--- src/rtl/uart_rx_oversample.sv ---
// 8N1 UART receiver sampling the line on an oversampling tick; one byte register with ready/overrun flags.
// rx_status follows the tick that samples mid stop bit; no backpressure, unread bytes are overwritten and flagged.
module uart_rx_oversample #(
  parameter int OVERSAMPLE = 16,
  parameter int CNT_W      = 4
) (
  input  logic       clk,
  input  logic       reset,
  input  logic       baud_tick,
  input  logic       uart_rx,
  input  logic       rx_read,
  output logic [7:0] rx_data,
  output logic       rx_ready,
  output logic       rx_status,
  output logic       frame_err,
  output logic       overrun
);

  typedef enum logic [1:0] {IDLE, START, DATA, STOP} state_e;

  localparam logic [CNT_W-1:0] HALF_LAST = CNT_W'(OVERSAMPLE / 2 - 1);
  localparam logic [CNT_W-1:0] FULL_LAST = CNT_W'(OVERSAMPLE - 1);

  state_e           state_q, state_d;
  logic [CNT_W-1:0] tick_cnt_q, tick_cnt_d;
  logic [2:0]       bit_cnt_q, bit_cnt_d;
  logic [7:0]       shreg_q, shreg_d;
  logic [7:0]       rx_data_q, rx_data_d;
  logic             rx_ready_q, rx_ready_d;
  logic             rx_status_q, rx_status_d;
  logic             frame_err_q, frame_err_d;
  logic             overrun_q, overrun_d;
  logic             sync_q, rx_s_q;

  always_ff @(posedge clk or posedge reset) begin
    if (reset) begin
      sync_q <= 1'b1;
      rx_s_q <= 1'b1;
    end else begin
      sync_q <= uart_rx;
      rx_s_q <= sync_q;
    end
  end

  always_ff @(posedge clk or posedge reset) begin
    if (reset) begin
      state_q     <= IDLE;
      tick_cnt_q  <= '0;
      bit_cnt_q   <= '0;
      shreg_q     <= '0;
      rx_data_q   <= '0;
      rx_ready_q  <= 1'b0;
      rx_status_q <= 1'b0;
      frame_err_q <= 1'b0;
      overrun_q   <= 1'b0;
    end else begin
      state_q     <= state_d;
      tick_cnt_q  <= tick_cnt_d;
      bit_cnt_q   <= bit_cnt_d;
      shreg_q     <= shreg_d;
      rx_data_q   <= rx_data_d;
      rx_ready_q  <= rx_ready_d;
      rx_status_q <= rx_status_d;
      frame_err_q <= frame_err_d;
      overrun_q   <= overrun_d;
    end
  end

  always_comb begin
    state_d     = state_q;
    tick_cnt_d  = tick_cnt_q;
    bit_cnt_d   = bit_cnt_q;
    shreg_d     = shreg_q;
    rx_data_d   = rx_data_q;
    rx_ready_d  = rx_ready_q;
    rx_status_d = 1'b0;
    frame_err_d = 1'b0;
    overrun_d   = overrun_q;

    // A good-byte write below overrides this clear when both land in the same clk.
    if (rx_read) rx_ready_d = 1'b0;

    if (baud_tick) begin
      case (state_q)
        IDLE: begin
          if (!rx_s_q) begin
            state_d    = START;
            tick_cnt_d = '0;
          end
        end
        START: begin
          if (tick_cnt_q == HALF_LAST) begin
            tick_cnt_d = '0;
            bit_cnt_d  = '0;
            state_d    = rx_s_q ? IDLE : DATA;
          end else begin
            tick_cnt_d = tick_cnt_q + CNT_W'(1);
          end
        end
        DATA: begin
          if (tick_cnt_q == FULL_LAST) begin
            shreg_d    = {rx_s_q, shreg_q[7:1]};
            tick_cnt_d = '0;
            bit_cnt_d  = bit_cnt_q + 3'd1;
            if (bit_cnt_q == 3'd7) state_d = STOP;
          end else begin
            tick_cnt_d = tick_cnt_q + CNT_W'(1);
          end
        end
        STOP: begin
          if (tick_cnt_q == FULL_LAST) begin
            // Leaving at mid stop bit leaves half a bit to catch a back-to-back start edge.
            state_d    = IDLE;
            tick_cnt_d = '0;
            if (rx_s_q) begin
              rx_data_d   = shreg_q;
              rx_status_d = 1'b1;
              rx_ready_d  = 1'b1;
              if (rx_ready_q && !rx_read) overrun_d = 1'b1;
            end else begin
              frame_err_d = 1'b1;
            end
          end else begin
            tick_cnt_d = tick_cnt_q + CNT_W'(1);
          end
        end
        default: state_d = IDLE;
      endcase
    end
  end

  assign rx_data   = rx_data_q;
  assign rx_ready  = rx_ready_q;
  assign rx_status = rx_status_q;
  assign frame_err = frame_err_q;
  assign overrun   = overrun_q;

endmodule

--- config.mk ---
export PLATFORM = sky130hd
export DESIGN_NAME = uart_rx_oversample
export DESIGN_NICKNAME = d
export VERILOG_FILES = /design/src/rtl/uart_rx_oversample.sv
export SDC_FILE = /design/constraint.sdc
export NUM_CORES = 1
export LEC_CHECK = 0
export BUFFER_PORTS_ARGS = -buffer_cell sky130_fd_sc_hd__buf_4
export CAP_MARGIN = 20
export CORE_MARGIN = 1
export CORE_UTILIZATION = 50
export DETAILED_ROUTE_END_ITERATION = 12
export PLACE_DENSITY = 0.78
export SLEW_MARGIN = 25
export SYNTH_ARGS = -nofsm -noshare
export SYNTH_HDL_FRONTEND = slang
export SYNTH_SLANG_ARGS = --single-unit
--- constraint.sdc ---
create_clock -name clk -period 5.08 [get_ports clk]
set_clock_uncertainty 0.2 [all_clocks]
set_input_delay 0.762 -clock clk [delete_from_list [all_inputs] [get_ports clk]]
set_output_delay 0.762 -clock clk [all_outputs]
set_load 0.02 [all_outputs]
==> reports/qor.yml, run 1 <==
synthesis:
  synthCells: 99
  combined_area_of_all_synthesized_cells_mm2: 0.001349
  synthesis.area_per_instance_um2: 13.62
  yosys_register_bits: 31
  yosys_warnings: 0
  ys.flop_type: "sky130_fd_sc_hd__dfrtp_1"
  synth-edff-count: 0
  synth_nets: 107
  share_of_flip_flops_with_an_asynchronous_set_or_reset_after_synthesis: 1.000
  yosys_cell_types: 32
  yosysSeqAreaShare: 0.5770
route:
  highest-signal-layer: "met4"
  number_of_design_rule_violations_left_by_the_first_detailed_router_iteration: 16
  met3_length_um: 96
  wirelength_met1_um: 983
  via_per_inst: 5.567
  met2WireLength_um: 1026
  drt_first_pass_iters: 4
  detail_route.drc_violations: 0
  antenna_violating_nets_remaining: 0
  num_vias: 835
  wl_per_instance_um: 14.41
  drt-total-wl_um: 2162
timing:
  maxClockFrequency_mhz: 435.9
  timing.setup.tns_ns: 0
  final_period_minus_worst_setup_slack_ns: 2.294
  hold_viol_final: 0
  tightestPinTransition_ns: 0.8508
  report.final.slew_viol_count: 0
  slew_headroom: 0.4307
  setup_repair_after_global_routing_missed_its_margin: "no"
  report.final.setup_viol: 0
  timing.final.crit_share: 0.4516
min_path:
  path_category_of_the_worst_min_delay_check: "flip-flop to flip-flop"
cells_and_area:
  finalNetCount: 127
  final_instance_count_excl_fillers: 150
  num_antenna_cells: 0
  final.fill_count: 206
  synthToLayoutAreaGrowth_pct: 15.86
  fraction_of_layout_cells_with_a_size_suffix_above_1: 0.4500
  most-common-layout-cells: "29 x sky130_fd_sc_hd__dfrtp_1, 21 x sky130_fd_sc_hd__mux2_2, 16 x sky130_fd_sc_hd__buf_4"
  mostFrequentLayoutCell: "sky130_fd_sc_hd__dfrtp_1"
clock_tree:
  clock_insertion_delay_worst_skew_ns: 0.33
  tritoncts: "yes"
  gates_resized_cts_repair: 0
  clock_tree.htree_level_count: 2
  postCtsSetupRepairBufs: 0
  cts_hold_repair.buffers: 0
  cts_sinks: 31
  worst_setup_hold_path_clk_slew_ns: 0.09
  clk_root_buffer_cell: "sky130_fd_sc_hd__clkbuf_4"
  cts_buffers: 5
  clock_tree.buffer_depth: 2
global_route:
  remaining_global_route_overflow: 0
  largest_net_degree_at_the_start_of_global_routing: 32
  track_usage: 0.1872
  via_count_of_the_first_global_routing_pass: 822
  antenna_found_initial: 0
  grt_first_pass_wirelength_um: 3581
die:
  top_level_port_count: 17
  die_area_mm2: 0.002910
  core-area_mm2: 0.002522
  die_w_um: 53.94
  start_util: 0.5347
  row_count: 18
  floorplan.die.height_um: 53.94
power:
  intPower_mw: 0.4541
  power_spent_charging_and_discharging_nets_mw: 0.1901
  power.density_cell_area_mw_per_mm2: 412.3
  comb_power_share: 0.191
  vdd.ir_drop.worst_v: 0.0002700
  power.clock.fraction: 0.311
  power.share.switching: 0.2951
  leakage_power_nw: 0.7938
  power.share.sequential: 0.497
worst_setup_path:
  cp_class: "flip-flop to flip-flop"
  worstPathRequired_ns: 5.10
  cp-end-kind: "flip-flop"
  critical_path_peak_fanout: 11
  arrival_ns: 2.31
  worst_setup_path_start_kind: "flip-flop"
placement:
  place.detailed.instances: 142
  place.gp.congestion: 0.7423
  hpwl_um: 1496
  numPortBuffers: 16
run:
  cap_violations: 0
status:
  run_status: "completed"
==> state kept, by name, indices dropped and copies added, names as in the netlist, named ones only <==
signal	cells
bit_cnt_q	3
frame_err	1
overrun	1
rx_data	8
rx_ready	1
rx_s_q	1
rx_status	1
shreg_q	8
state_q	1
sync_q	1
tick_cnt_q	4
==> cells in the mapped netlist (2+ instances only) <==
| master | instances | area share |
|---|---|---|
| sky130_fd_sc_hd__a21o_1 | 2 | 0.011 |
| sky130_fd_sc_hd__and2_1 | 2 | 0.0093 |
| sky130_fd_sc_hd__buf_6 | 2 | 0.017 |
| sky130_fd_sc_hd__dfrtp_1 | 29 | 0.54 |
| sky130_fd_sc_hd__dfstp_2 | 2 | 0.039 |
| sky130_fd_sc_hd__ha_1 | 3 | 0.028 |
| sky130_fd_sc_hd__inv_1 | 5 | 0.014 |
| sky130_fd_sc_hd__mux2_2 | 21 | 0.18 |
| sky130_fd_sc_hd__nand3_1 | 3 | 0.011 |
| sky130_fd_sc_hd__nand4_1 | 2 | 0.0093 |
| sky130_fd_sc_hd__nor2_1 | 6 | 0.017 |
| sky130_fd_sc_hd__o2bb2ai_1 | 2 | 0.013 |
==> layer usage <==
metal / vias to the layer above / global-route usage
met5: - / 0
met4: 0 / 0.1009
met3: 9 / 0.09605
met2: 17 / 0.2922
met1: 414 / 0.2051
li1: 395 / -
==> final timing paths <==
kind | startpoint | to | slack [ns] | depth (start not counted)
max in group asynchronous | reset | bit_cnt_q[1] | 3.97 | 2
min reg2reg | sync_q | rx_s_q | 0.16 | 0
max reg2reg | tick_cnt_q[0] | rx_data[7] | 2.79 | 4
min | sync_q | rx_s_q | 0.16 | 0
min in group asynchronous | reset | shreg_q[4] | 0.30 | 2
max | tick_cnt_q[0] | rx_data[7] | 2.79 | 4
==> layout make-up <==
type | count | area, um^2 | share of cell area
clock buffers | 6 | 51.30 | 0.03283
clock inverters | 2 | 35.03 | 0.02242
inverters | 5 | 18.77 | 0.01201
well taps | 30 | 37.54 | 0.02402
repair buffers | 16 | 120.1 | 0.07686
flip-flops and latches | 31 | 778.2 | 0.4980
multi-input cells | 60 | 521.8 | 0.3339
==> power groups by stage <==
stage,combinational (mW),sequential [mW],clock [mW]
after floorplan,0.132,0.300,0
after global placement,0.117,0.322,0
after detailed placement,0.123,0.324,0
after CTS,0.124,0.320,0.207
after global routing,0.140,0.326,0.219
final,0.123,0.320,0.201
==> logic make-up after synthesis <==
kind of cell               share of synthesized area
AOI/OAI and AO/OA                            0.07977
xor gates and xnor gates                    0.006495
adders and majority gates                    0.02783
buffers and inverters                        0.03618
DFF                                           0.5770
muxes                                         0.1827
and+or+nand+nor                              0.08998
==> worst max-delay path, cell delays in order, from the launching register on <==
cell and delay, ns:
sky130_fd_sc_hd__dfrtp_1 0.40, sky130_fd_sc_hd__ha_1 0.27, sky130_fd_sc_hd__nand4_1 0.18, sky130_fd_sc_hd__nor2_1 0.70, sky130_fd_sc_hd__mux2_2 0.42
==> stage by stage <==
stage          power (mW)  hold slack, ns  utilization  instance area, um^2  setup WS (ns)
2_1_floorplan      0.4318          0.1452            -                 1349          3.189
3_3_place_gp       0.4386          0.1457       0.5853                 1476          2.641
3_5_place_dp       0.4470          0.1504       0.5853                 1476          2.598
4_1_cts            0.6500          0.1647       0.6195                 1563          2.795
5_1_grt            0.6854          0.1672       0.6195                 1563          2.661
6_report           0.6443          0.1614       0.6195                 1563          2.786
Note: power is estimated with default switching activity, not from simulation.
==> run 2: changes to the inputs <==
clock period = 2.31 ns   (was 5.08 ns; I/O delays follow)
==> run 2 against run 1 <==
Die area did not move. Register-to-register slack got worse by 2.4 ns. Critical path depth unchanged. Sequential share of layout area is 0.16 points lower. Highest routed layer unchanged. Via count is 1.3% lower. Setup slack got worse by 2.4 ns. Global-route usage shrank 1.2 points.
==> reports/qor.yml, run 2 (same netlist as run 1, synthesis figures left out) <==
min_path:
  path_category_of_the_worst_min_delay_check: "input port to flip-flop"
  min_delay_path_depth: 2  # +2
global_route:
  antenna_found_initial: 0  # unchanged
  remaining_global_route_overflow: 0  # unchanged
  largest_net_degree_at_the_start_of_global_routing: 32  # unchanged
  track_usage: 0.1747  # -0.01246
  grt_first_pass_wirelength_um: 3387  # -5.4%
  via_count_of_the_first_global_routing_pass: 760  # -7.5%
worst_setup_path:
  worstPathRequired_ns: 2.33  # -2.77 ns
  rr_worst_depth: 4  # unchanged
  cp-end-kind: "flip-flop"
  worst-path-buf-inv: 0  # unchanged
  timing.critical_path.max_delay_family: "simple AND/OR/NAND/NOR gates"
  worst-r2r-setup-slack_ns: 0.43  # -2.36 ns
  maximum_single_stage_delay_on_the_critical_path_ns: 0.40  # -0.30 ns
  crit_slowest_cell: "sky130_fd_sc_hd__dfrtp_1"
  critical_path_peak_fanout: 8  # -3
  cp_class: "flip-flop to flip-flop"
  crit_chain: "ha_1 -> nand4_1 -> nor2_2 -> mux2_2"
  critical_path_cell_count: 4  # unchanged
  arrival_ns: 1.90  # -0.41 ns
  worst_setup_path_start_kind: "flip-flop"
timing:
  maxClockFrequency_mhz: 531.9  # +22%
  timing.setup.tns_ns: 0  # unchanged
  timing.final.crit_share: 0.8138  # +0.3623
  slew_headroom: 0.7351  # +0.3044
  hold_ws_ns: 0.09649  # -0.06488 ns
  setup_repair_after_global_routing_missed_its_margin: "no"
  report.final.slew_viol_count: 0  # unchanged
  hold_viol_final: 0  # unchanged
  final_period_minus_worst_setup_slack_ns: 1.880  # -0.4140 ns
  tightestPinTransition_ns: 0.3973  # -0.4535 ns
  report.final.setup_viol: 0  # unchanged
cells_and_area:
  final_design_area_no_fill_mm2: 0.001568  # +0.32%
  finalCoreUtilization: 0.6215  # +0.001984
  num_antenna_cells: 0  # unchanged
  fraction_of_layout_cells_with_a_size_suffix_above_1: 0.4390  # -0.01098
  most-common-layout-cells: "29 x sky130_fd_sc_hd__dfrtp_1, 21 x sky130_fd_sc_hd__mux2_2, 18 x sky130_fd_sc_hd__buf_4"
  finalNetCount: 131  # +3.1%
  synthToLayoutAreaGrowth_pct: 16.23
  mostFrequentLayoutCell: "sky130_fd_sc_hd__dfrtp_1"
route:
  via_per_inst: 5.386  # -3.3%
  wl_per_instance_um: 13.86  # -3.8%
  number_of_design_rule_violations_left_by_the_first_detailed_router_iteration: 8  # -8
  drt_first_pass_iters: 3  # -1
  detail_route.drc_violations: 0  # unchanged
  drt-total-wl_um: 2121  # -1.9%
  num_vias: 824  # -1.3%
  antenna_violating_nets_remaining: 0  # unchanged
clock_tree:
  cts_sinks: 31  # unchanged
  clock_tree.htree_level_count: 2  # unchanged
  clock_tree.buffer_depth: 2  # unchanged
  clock_insertion_delay_worst_skew_ns: 0.34  # about the same
  tritoncts: "yes"
  clk_root_buffer_cell: "sky130_fd_sc_hd__clkbuf_4"
  cts_buffers: 5  # unchanged
  postCtsSetupRepairBufs: 0  # unchanged
  worst_setup_hold_path_clk_slew_ns: 0.10  # about the same
die:
  die_w_um: 53.94  # unchanged
  die_area_mm2: 0.002910  # unchanged
  floorplan.die.height_um: 53.94  # unchanged
  top_level_port_count: 17  # unchanged
  core-area_mm2: 0.002522  # unchanged
  start_util: 0.5347  # unchanged
  row_count: 18  # unchanged
power:
  vdd.ir_drop.worst_v: 0.0005701  # +110%
  power.density_cell_area_mw_per_mm2: 825.2  # +100%
  leakage_power_nw: 0.7993  # +0.70%
run:
  cap_violations: 0  # unchanged
status:
  run_status: "completed"
placement:
  numPortBuffers: 16  # unchanged
  post_dp_cell_area_mm2: 0.001491  # +1.0%
  hpwl_um: 1426  # -4.7%
  place.gp.congestion: 0.8091  # +9.0%
## run 2: final timing paths
path,startpoint,endpoint
max in group asynchronous,reset,sync_q
hold reg to reg,sync_q,rx_s_q
setup / recovery,tick_cnt_q[0],shreg_q[6]
min in group asynchronous,reset,shreg_q[1]
setup reg to reg,tick_cnt_q[0],shreg_q[6]
hold / removal,baud_tick,state_q[0]
## run 2: stage by stage
stage                     setup WS, ns  power [mW]  instances
final                           0.4300       1.294        153
after global routing            0.3260       1.374        153
after CTS                       0.4144       1.308        153
after detailed placement        0.4333      0.9795        144
after global placement          0.4897      0.9674        144
after floorplan                 0.5928      0.9497         99
## run 2: layout make-up
| class | instances | area [um^2] |
|---|---|---|
| clock buffers | 6 | 51.30 |
| clock inverters | 1 | 5.005 |
| fillers | 209 | 954.7 |
| inverters | 5 | 18.77 |
| multi-input cells | 60 | 521.8 |
| flip-flops and latches | 31 | 778.2 |
| well taps | 30 | 37.54 |
| repair buffers | 20 | 155.1 |
## run 2: routing by layer
metal  part of all wire  track usage  vias to the layer above
li1                   -            -                      401
met1               0.47       0.2353                      404
met2               0.46       0.2407                       14
met3              0.047      0.07627                        5
met4              0.017      0.07895                        0
met5                  0            0                        -
## run 2: what timing repair did
action / CTS / global route
endpoints found under the hold margin: 30 / 0
resized for setup: 0 / 0
hold buffers: 2 / 0
## run 2: report_power, final
group	leakage [nW]	total, mW	switching, mW	internal, mW
clock	0.0341	0.320	0.179	0.141
sequential	0.413	0.707	0.105	0.602
combinational	0.352	0.267	0.122	0.145
## run 2: worst register-to-register path: cells and delay by family, from the launching register on
kind | cells | cell delay (ns)
and+or+nand+nor | 2 | 0.55
muxes | 1 | 0.38
DFF | 1 | 0.40
adders and majority gates | 1 | 0.24
